===== src/rtl/seq_divider_pkg.sv =====
// rtl/seq_divider_pkg.sv - shared FSM state encodings for the sequential divider
// Contents: S_IDLE, S_RUN, S_DONE state constants used by seq_divider.
package seq_divider_pkg;

    localparam logic [1:0] S_IDLE = 2'd0;
    localparam logic [1:0] S_RUN  = 2'd1;
    localparam logic [1:0] S_DONE = 2'd2;

endpackage


===== src/rtl/seq_divider_step.sv =====
// rtl/seq_divider_step.sv - one combinational restoring-division step
// Ports:
//   r       in   VW  current partial remainder
//   q_msb   in   1   dividend/quotient bit shifted into the remainder
//   d       in   VW  divisor
//   r_next  out  VW  partial remainder after the step
//   q_bit   out  1   quotient bit produced by the step
module seq_divider_step
    import seq_divider_pkg::*;
#(
    parameter int VW = 4
) (
    input  logic [VW-1:0] r,
    input  logic          q_msb,
    input  logic [VW-1:0] d,
    output logic [VW-1:0] r_next,
    output logic          q_bit
);

    logic [VW:0] t;

    // T needs VW+1 bits; the restored/subtracted result always fits back in VW
    // bits whenever d != 0, and for d == 0 only the low VW bits are meaningful.
    always_comb begin
        t      = {r, q_msb};
        q_bit  = (t >= {1'b0, d});
        r_next = q_bit ? VW'(t - {1'b0, d}) : t[VW-1:0];
    end

endmodule


===== src/rtl/seq_divider.sv =====
// rtl/seq_divider.sv - sequential unsigned restoring divider, one quotient bit per clock
// Optional feature macro: DIV_ZERO_DETECT_EN (divisor 0 short-cuts straight to DONE, flags div_zero).
// Ports:
//   clk        in   1   rising-edge clock
//   rst        in   1   synchronous active-high reset
//   start      in   1   request, accepted in IDLE or DONE
//   dividend   in   DW  captured on accepted start
//   divisor    in   VW  captured on accepted start
//   busy       out  1   high while running
//   done       out  1   one-cycle result-valid pulse
//   quotient   out  DW  result, held until the next result
//   remainder  out  VW  result, held until the next result
//   div_zero   out  1   divisor was zero (feature build only, else 0)
module seq_divider
    import seq_divider_pkg::*;
#(
    parameter int DW = 8,
    parameter int VW = 4
) (
    input  logic          clk,
    input  logic          rst,
    input  logic          start,
    input  logic [DW-1:0] dividend,
    input  logic [VW-1:0] divisor,
    output logic          busy,
    output logic          done,
    output logic [DW-1:0] quotient,
    output logic [VW-1:0] remainder,
    output logic          div_zero
);

    localparam int CNT_W = (DW > 1) ? $clog2(DW) : 1;

    logic [1:0]       state_q,     state_d;
    logic [VW-1:0]    prem_q,      prem_d;
    logic [DW-1:0]    qreg_q,      qreg_d;
    logic [VW-1:0]    dvs_q,       dvs_d;
    logic [CNT_W-1:0] cnt_q,       cnt_d;
    logic [DW-1:0]    quotient_q,  quotient_d;
    logic [VW-1:0]    remainder_q, remainder_d;
`ifdef DIV_ZERO_DETECT_EN
    logic             div_zero_q,  div_zero_d;
`endif

    logic [VW-1:0]    step_r;
    logic             step_q;

    seq_divider_step #(.VW(VW)) u_step (
        .r      (prem_q),
        .q_msb  (qreg_q[DW-1]),
        .d      (dvs_q),
        .r_next (step_r),
        .q_bit  (step_q)
    );

    always_comb begin
        state_d     = state_q;
        prem_d      = prem_q;
        qreg_d      = qreg_q;
        dvs_d       = dvs_q;
        cnt_d       = cnt_q;
        quotient_d  = quotient_q;
        remainder_d = remainder_q;
`ifdef DIV_ZERO_DETECT_EN
        div_zero_d  = div_zero_q;
`endif
        case (state_q)
            S_IDLE, S_DONE: begin
                if (start) begin
`ifdef DIV_ZERO_DETECT_EN
                    if (divisor == '0) begin
                        // Result is known immediately; present it next cycle.
                        state_d     = S_DONE;
                        quotient_d  = '1;
                        remainder_d = dividend[VW-1:0];
                        div_zero_d  = 1'b1;
                    end else begin
                        state_d = S_RUN;
                        prem_d  = '0;
                        qreg_d  = dividend;
                        dvs_d   = divisor;
                        cnt_d   = '0;
                    end
`else
                    state_d = S_RUN;
                    prem_d  = '0;
                    qreg_d  = dividend;
                    dvs_d   = divisor;
                    cnt_d   = '0;
`endif
                end else begin
                    state_d = S_IDLE;
                end
            end
            S_RUN: begin
                // Q doubles as the dividend shift register: its msb feeds the
                // step while the new quotient bit enters at the lsb.
                prem_d = step_r;
                qreg_d = {qreg_q[DW-2:0], step_q};
                if (cnt_q == CNT_W'(DW - 1)) begin
                    state_d     = S_DONE;
                    quotient_d  = {qreg_q[DW-2:0], step_q};
                    remainder_d = step_r;
`ifdef DIV_ZERO_DETECT_EN
                    div_zero_d  = 1'b0;
`endif
                end else begin
                    cnt_d = cnt_q + 1'b1;
                end
            end
            default: state_d = S_IDLE;
        endcase
    end

    always_ff @(posedge clk) begin
        if (rst) begin
            state_q     <= S_IDLE;
            prem_q      <= '0;
            qreg_q      <= '0;
            dvs_q       <= '0;
            cnt_q       <= '0;
            quotient_q  <= '0;
            remainder_q <= '0;
`ifdef DIV_ZERO_DETECT_EN
            div_zero_q  <= 1'b0;
`endif
        end else begin
            state_q     <= state_d;
            prem_q      <= prem_d;
            qreg_q      <= qreg_d;
            dvs_q       <= dvs_d;
            cnt_q       <= cnt_d;
            quotient_q  <= quotient_d;
            remainder_q <= remainder_d;
`ifdef DIV_ZERO_DETECT_EN
            div_zero_q  <= div_zero_d;
`endif
        end
    end

    assign busy      = (state_q == S_RUN);
    assign done      = (state_q == S_DONE);
    assign quotient  = quotient_q;
    assign remainder = remainder_q;
`ifdef DIV_ZERO_DETECT_EN
    assign div_zero  = div_zero_q;
`else
    assign div_zero  = 1'b0;
`endif

endmodule


===== config.mk =====
export PLATFORM = sky130hd
export DESIGN_NAME = seq_divider
export DESIGN_NICKNAME = d
export VERILOG_FILES = /design/src/rtl/seq_divider_pkg.sv /design/src/rtl/seq_divider_step.sv /design/src/rtl/seq_divider.sv
export SDC_FILE = /design/constraint.sdc
export NUM_CORES = 1
export LEC_CHECK = 0
export BUFFER_PORTS_ARGS = -buffer_cell sky130_fd_sc_hd__buf_2
export CAP_MARGIN = 25
export CORE_MARGIN = 3
export CORE_UTILIZATION = 58
export DETAILED_ROUTE_END_ITERATION = 8
export PLACE_DENSITY_LB_ADDON = 0.2
export REMOVE_ABC_BUFFERS = 1
export SKIP_CTS_REPAIR_TIMING = 1
export SYNTH_ARGS = -nofsm -noshare
export SYNTH_HDL_FRONTEND = slang
export SYNTH_SLANG_ARGS = --single-unit

===== constraint.sdc =====
create_clock -name clk -period 2.3 [get_ports clk]
set_input_delay 0.345 -clock clk [delete_from_list [all_inputs] [get_ports clk]]
set_output_delay 0.345 -clock clk [all_outputs]
set_load 0.02 [all_outputs]

==> results.cfg, run 1 <==
[cts]
tritoncts = done
worstSkewPairLatency_ns = 0.35
cts.htree.levels = 2
cts_num_sinks = 33
cts_root_buf = clkbuf_4
clockBufferDepth = 2
clk_pin_slew_worst_paths_ns = 0.10
cts_buffers = 5

[timing]
finalHoldViolations = 0
maxSlewViolCount = 0
max_slew.worst_pin.slew_ns = 0.561
fin_ws_ns = 0.422
tns_ns = 0
min_period_over_period_pct = 81.7
rsz0062_at_grt = false
skew_ns = 0.0135
setup_viol = 0
clock.fmax_ghz = 0.532
fin_crit_ns = 1.88
slew_headroom_pct = 62.6
holdWs_ns = 0.235

[routing]
drt_iter0_drc = 51
post-route-drc-count = 0
dr.pass1.iters = 4
postRouteAntennaNets = 0
wl_um = 3450
vias_per_cell = 5.72
wl_per_cell_um = 14.1
wl_met2_um = 1580
wl_met3_um = 242
num_vias = 1396
wl_met1_um = 1570
dr.max_layer_used = met4

[global_routing]
grt_pass1_vias = 1296
grt.overflow.total = 0
grt_first_pass_wirelength_um = 5860
antenna_found_initial = 0
grt_max_degree = 23
grt_usage_pct = 23.4

[setup_path]
crit_fanout = 15
reg2reg_slack_ns = 0.42
crit_path_start_kind = register
crit_arrival_ns = 2.13
cp.required_ns = 2.55
cp-end-kind = register
critPathKind = register to register

[die]
core-area_um2 = 2500
io_pins = 30
start_util_pct = 61.5
die_w_um = 57.5
die_area_um2 = 3300
row_count = 18
die_h_um = 57.5

[power]
leakagePower_nw = 0.729
p_total_mw = 1.21
vdd_drop_max_mv = 0.459
powerDensity_nw_per_um2 = 702

[yosys]
synthTopCellsByArea = dfxtp_1 43%, nand2_1 9.8%, a21oi_1 4.9%, ha_1 4.9%, nor2_1 4.2%
ys_seq_elements = 33
yosysWarningCount = 0
yosys.area.top_type = dfxtp_1
yosysMostFrequentCell = nand2_1
synth_seq_area_share_pct = 43.0
synth_cells = 187
syn_area_um2 = 1540
synth-edff-count = 0
synth_top_cell_area_share_pct = 43.0
avgSynthCellArea_um2 = 8.22
ys.flop_type = dfxtp_1
ys_types = 36
synthTopCellsByCount = 40 x nand2_1, 33 x dfxtp_1, 17 x nor2_1, 15 x a21oi_1, 7 x a311oi_1
ys_async_sr_fraction_pct = 0

[place]
dp.cells = 236
place_ws_ns = 0.446
post_dp_cell_area_um2 = 1670
numPortBuffers = 28
dp_hpwl_um = 2480
gp_congestion = 0.824

[layout]
stdcell_count = 244
stdcell_area_um2 = 1720
area_delta_synth_final_pct = 12.2
drive_gt1_share_pct = 20.1
fin_nets = 235
fin_util_pct = 69.0
antenna_cells = 0

[min_path]
hold_class = primary input to register

[run_status]
status = complete, no violations

[flow_run]
max_cap_violations = 0
==> placed cells by master (no fill, tap or decap), drive strengths merged <==
master	instances
or3	5
o311ai	2
a31o	1
nand2b	3
conb	1
nand2	40
ha	6
inv	7
nor3	6
clkinv	2
o21ai	7
nor3b	2
nor2b	2
nor2	17
and2	1
nand3	1
nand4	1
o211a	1
a31oi	1
clkbuf	6
xor2	1
a32o	4
a311oi	7
fa	1
a21oi	16
dfxtp	33
o32a	1
buf	32
nand3b	5
nor4	2
==> kinds of logic after synthesis <==
group / synth area share [%]
simple gates: 25.9
compound gates: 17.8
flops: 43.0
buf+inv: 6.35
fa+ha+maj: 6.19
xor+xnor: 0.570
other cells: 0.244
==> cell type report <==
type	instances	area (um^2)
clock inverters	2	10.0
flip-flops and latches	33	661
inverters	7	26.3
well taps	30	37.5
multi-input cells	134	778
clock buffers	6	41.3
repair buffers	32	170
fillers	221	776
==> state kept, by name (all words and copies together) (netlist names) <==
register	count
prem_q	4
state_q	2
quotient	8
qreg_q	8
cnt_q	3
dvs_q	4
remainder	4
==> per-layer routing <==
layer | vias up | GRT usage (%)
li1 | 702 | -
met1 | 637 | 29.9
met2 | 49 | 36.1
met3 | 8 | 5.43
met4 | 0 | 13.6
met5 | - | 0
==> critical path, cell delays in order (launching register included) <==
cell	delay [ns]
dfxtp_1	0.36
inv_1	0.06
ha_1	0.31
nand4_1	0.11
nand2_1	0.25
or3_1	0.43
a32o_1	0.27
==> path summary, 6_finish.rpt <==
kind,depth (start not counted),from,to
worst min-delay path,3,divisor[2],dvs_q[2]
worst max register to register,6,qreg_q[7],prem_q[0]
worst min register to register,2,quotient[3],quotient[3]
worst max-delay path,6,qreg_q[7],prem_q[0]
==> power by group <==
part,total [mW],leakage [nW],internal [mW],switching (mW)
Clock,0.312,0.0320,0.116,0.196
Sequential,0.628,0.269,0.602,0.0259
Combinational,0.270,0.428,0.0950,0.175
(Power assumes the default switching activity.)
==> run 2: changes to the inputs <==
ABC_AREA = 1   (was not set)
CORE_UTILIZATION = 48   (was 58)
clock period = 1.6 ns   (was 2.3 ns; I/O delays follow)
==> results.cfg, run 2 <==
[place]
numPortBuffers = 28
post_dp_cell_area_um2 = 1680
dp_hpwl_um = 2470
gp_congestion = 0.912
dp.cells = 258
place_ws_ns = 0.0315

[setup_path]
crit_fanout = 5
crit_family = simple AND/OR/NAND/NOR gates
path_depth = 11
crit_path_start_kind = register
cp_slowest_cell = dfxtp_1
crit_chain = inv_1 -> ha_4 -> nand2_1 -> o21ai_2 -> inv_2 -> nand2_4 -> nand2_1 -> nand2_1 -> nand2_1 -> nand2_1 -> inv_1
cp.required_ns = 1.84
max_stage_delay_ns = 0.32
path_buf_inv = 3
cp-startpoint = dvs_q[3]
cp-end-kind = register
crit_arrival_ns = 1.73
critPathKind = register to register
rr_worst_depth = 11
crit_top_cell = nand2_1
r2r-start = dvs_q[3]

[die]
die_area_um2 = 3860
start_util_pct = 52.5
die_h_um = 62.1
io_pins = 30
die_w_um = 62.1
row_count = 19
core-area_um2 = 2880

[timing]
setup_viol = 0
maxSlewViolCount = 0
fin_crit_ns = 1.49
clock.fmax_ghz = 0.672
skew_ns = 0.0102
min_period_over_period_pct = 93.0
tns_ns = 0
holdWs_ns = 0.139
finalHoldViolations = 0
fin_ws_ns = 0.112

[cts]
cts_buffers = 5
cts_root_buf = clkbuf_4
cts_num_sinks = 33
clockBufferDepth = 2
worstSkewPairLatency_ns = 0.33
tritoncts = done
clk_pin_slew_worst_paths_ns = 0.11
cts.htree.levels = 2

[run_status]
status = complete, no violations

[global_routing]
antenna_found_initial = 0
grt_pass1_vias = 1245
grt_max_degree = 18
grt.overflow.total = 0
grt_usage_pct = 19.6
grt_first_pass_wirelength_um = 5510

[layout]
fin_nets = 248
stdcell_area_um2 = 1820
n_fill_cell = 268
seq_area_um2 = 662
drive_gt1_share_pct = 28.6
area_delta_synth_final_pct = 20.4
antenna_cells = 0
final_cell_mix = 32 x dfxtp_1, 30 x nand2_1, 28 x buf_2
stdcell_count = 269
fin_util_pct = 63.2
final_common_cell = dfxtp_1
multi_input_area_um2 = 773

[yosys]
synthTopCellsByCount = 33 x dfxtp_1, 31 x nand2_1, 23 x nor2_1, 19 x inv_1, 17 x o21ai_0
ys.flop_type = dfxtp_1
synth_seq_area_share_pct = 43.7
synthTopCellsByArea = dfxtp_1 44%, nand2_1 7.7%, nor2_1 5.7%, o21ai_0 5.6%, ha_1 5.0%
avgSynthCellArea_um2 = 7.91
yosysWarningCount = 0
syn_area_um2 = 1510
synth_cells = 191
ys_async_sr_fraction_pct = 0
ys_types = 28
yosysMostFrequentCell = dfxtp_1
synth-edff-count = 0
yosys.area.top_type = dfxtp_1
ys_seq_elements = 33
synth_top_cell_area_share_pct = 43.7

[routing]
drt_iter0_drc = 81
vias_per_cell = 5.03
postRouteAntennaNets = 0
wl_per_cell_um = 12.5
wl_um = 3360
num_vias = 1352
dr.pass1.iters = 5
post-route-drc-count = 0

[flow_run]
max_cap_violations = 0

[min_path]
worst_hold_startpoint = dividend[4]
hold_class = primary input to register
hold_depth = 3

[power]
vdd_drop_max_mv = 0.686
p_total_mw = 1.87
leakagePower_nw = 0.865
powerDensity_nw_per_um2 = 1030
==> run 2: cell types whose count changed in the layout (fill, tap and decap cells not counted), sizes merged, moves of 3 or more <==
| cell | delta |
|---|---|
| inv | +13 |
| o21ai | +11 |
| nand3 | +8 |
| nor2 | +8 |
| a311oi | -7 |
| nand3b | -5 |
| or3 | -5 |
| a32o | -4 |
| o221ai | +4 |
| buf | +3 |
| nand2b | -3 |
==> run 2: where the power goes <==
| group | switching [mW] | total (mW) | internal (mW) | leakage (nW) |
|---|---|---|---|---|
| logic | 0.311 | 0.507 | 0.196 | 0.564 |
| registers | 0.0395 | 0.910 | 0.871 | 0.270 |
| clock network | 0.286 | 0.451 | 0.165 | 0.0310 |
==> run 2: logic make-up after synthesis <==
group / count (synthesis) / share of synthesized area (%)
flip-flops: 33 / 43.7
AND/OR/NAND/NOR: 80 / 24.6
buffers and inverters: 28 / 8.70
AO/OA/AOI/OAI: 41 / 15.8
XOR/XNOR: 1 / 0.580
other: 1 / 0.248
adder cells (fa/ha/maj): 7 / 6.30
==> run 2: layer usage <==
layer / wire length (um) / track usage, % / vias up
li1: - / - / 691
met5: 0 / 0 / -
met2: 1620 / 31.4 / 37
met3: 148 / 5.79 / 6
met1: 1540 / 24.6 / 618
met4: 53 / 8.18 / 0
==> run 2: worst reg2reg max path: cells and delay by family, from the launching register on <==
| family | cells | cell delay, ns |
|---|---|---|
| AO/OA/AOI/OAI | 1 | 0.17 |
| adder cells (fa/ha/maj) | 1 | 0.29 |
| buffers and inverters | 3 | 0.19 |
| flip-flops | 1 | 0.32 |
| AND/OR/NAND/NOR | 6 | 0.41 |
==> run 2: path summary, 6_finish.rpt <==
kind,end,slack [ns]
setup / recovery,remainder[1],0.11
hold / removal,qreg_q[4],0.14
setup reg to reg,remainder[1],0.11
hold reg to reg,quotient[3],0.47
==> run 2: final cells by class <==
| class | instances | area share (%) |
|---|---|---|
| clock buffer | 5 | 2.06 |
| clock inverter | 3 | 0.964 |
| inverter | 21 | 4.54 |
| multi-input combinational | 130 | 42.5 |
| sequential | 33 | 36.4 |
| tap | 42 | 2.89 |
| timing repair buffer | 35 | 10.6 |
==> run 3: changes to the inputs <==
ABC_AREA = not set   (was 1)
==> results.cfg, run 3 (synthesis gave the netlist of run 1 again) <==
[run_status]
status = complete, no violations

[power]
powerDensity_nw_per_um2 = 986
leakagePower_nw = 0.804
p_total_mw = 1.96
vdd_drop_max_mv = 0.737

[cts]
tritoncts = done
worstSkewPairLatency_ns = 0.35
cts_root_buf = clkbuf_4
cts_num_sinks = 33
clk_pin_slew_worst_paths_ns = 0.10
cts.htree.levels = 2
cts_buffers = 5
clockBufferDepth = 2

[routing]
post-route-drc-count = 0
wl_um = 3760
num_vias = 1467
dr.pass1.iters = 4
vias_per_cell = 5.43
drt_iter0_drc = 51
postRouteAntennaNets = 0
wl_per_cell_um = 13.9

[layout]
fin_nets = 249
drive_gt1_share_pct = 36.8
final_common_cell = nand2_1
antenna_cells = 0
area_delta_synth_final_pct = 29.6
stdcell_count = 270
stdcell_area_um2 = 1990
final_cell_mix = 39 x nand2_1, 28 x buf_2, 24 x dfxtp_1

[die]
start_util_pct = 53.0
die_h_um = 62.6
die_w_um = 62.6
core-area_um2 = 2900
io_pins = 30
die_area_um2 = 3920
row_count = 19

[global_routing]
grt_first_pass_wirelength_um = 6270
grt_max_degree = 15
grt_pass1_vias = 1394
grt_usage_pct = 20.3
grt.overflow.total = 0
antenna_found_initial = 0

[timing]
finalHoldViolations = 0
fin_ws_ns = 0.0425
skew_ns = 0.00914
maxSlewViolCount = 0
max_slew.worst_pin.slew_ns = 0.549
slew_headroom_pct = 63.1
fin_crit_ns = 1.56
setup_viol = 0
clock.fmax_ghz = 0.642
holdWs_ns = 0.125
rsz0062_at_grt = true
min_period_over_period_pct = 97.3

[place]
dp_hpwl_um = 2630
gp_congestion = 0.872
numPortBuffers = 28
post_dp_cell_area_um2 = 1780
dp.cells = 260
place_ws_ns = -0.115

[flow_run]
max_cap_violations = 0

[setup_path]
critPathKind = register to register
crit_fanout = 5
crit_arrival_ns = 1.82
cp.required_ns = 1.86
rr_worst_depth = 5
crit_path_start_kind = register
cp-end-kind = register

[min_path]
hold_depth = 3
hold_class = primary input to register
## run 3: cell types whose count changed in the layout (fill, tap and decap cells not counted), moves of 4 or more
cell and delta:
inv_1 -16, a311oi_1 +7, dfxtp_1 -8, nand3b_1 +5
or3_1 +5, o221ai_1 -4, nor2_1 -8, dfxtp_2 +7
nand2_1 +9, buf_4 +10, o21ai_0 -13, nand3_1 -8
a32o_1 +4, nand2_4 -5
## run 3: final cells by class
cell class | instances | area [um^2]
clock buffers | 6 | 41.3
clock inverters | 2 | 10.0
fillers | 259 | 910
inverters | 7 | 26.3
multi-input cells | 135 | 918
flip-flops and latches | 33 | 674
well taps | 42 | 52.6
repair buffers | 45 | 268
## run 3: path summary, 6_finish.rpt
check | from | end | slack (ns)
setup / recovery | cnt_q[0] | remainder[1] | 0.04
hold / removal | divisor[3] | dvs_q[3] | 0.13
setup reg to reg | cnt_q[0] | remainder[1] | 0.04
hold reg to reg | quotient[6] | quotient[6] | 0.46
## run 3: through the flow
| stage | setup TNS [ns] | util (%) |
|---|---|---|
| 2_1_floorplan | -0.288 | - |
| 6_report | 0 | 68.6 |
| 3_5_place_dp | -0.351 | 61.3 |
| 5_1_grt | -0.116 | 68.6 |
| 3_3_place_gp | -0.0175 | 61.3 |
| 4_1_cts | -0.514 | 63.1 |
## run 3: power by group
part | total [mW] | switching [mW] | leakage [nW] | internal (mW)
logic | 0.591 | 0.326 | 0.499 | 0.264
clock network | 0.460 | 0.293 | 0.0320 | 0.167
registers | 0.912 | 0.0426 | 0.273 | 0.869
## run 3: per-layer routing
layer / global-route usage (%) / vias to the layer above / wire [um]
met4: 9.09 / 0 / 57
met1: 25.1 / 688 / 1740
met2: 32.2 / 40 / 1760
li1: - / 734 / -
met5: 0 / - / 0
met3: 6.47 / 5 / 193
## run 3: worst max-delay path, stage by stage (launching register included)
cell and delay, ns:
dfxtp_4 0.38, ha_4 0.13, ha_4 0.13, nand3b_1 0.17, or3_1 0.41, o311ai_1 0.25
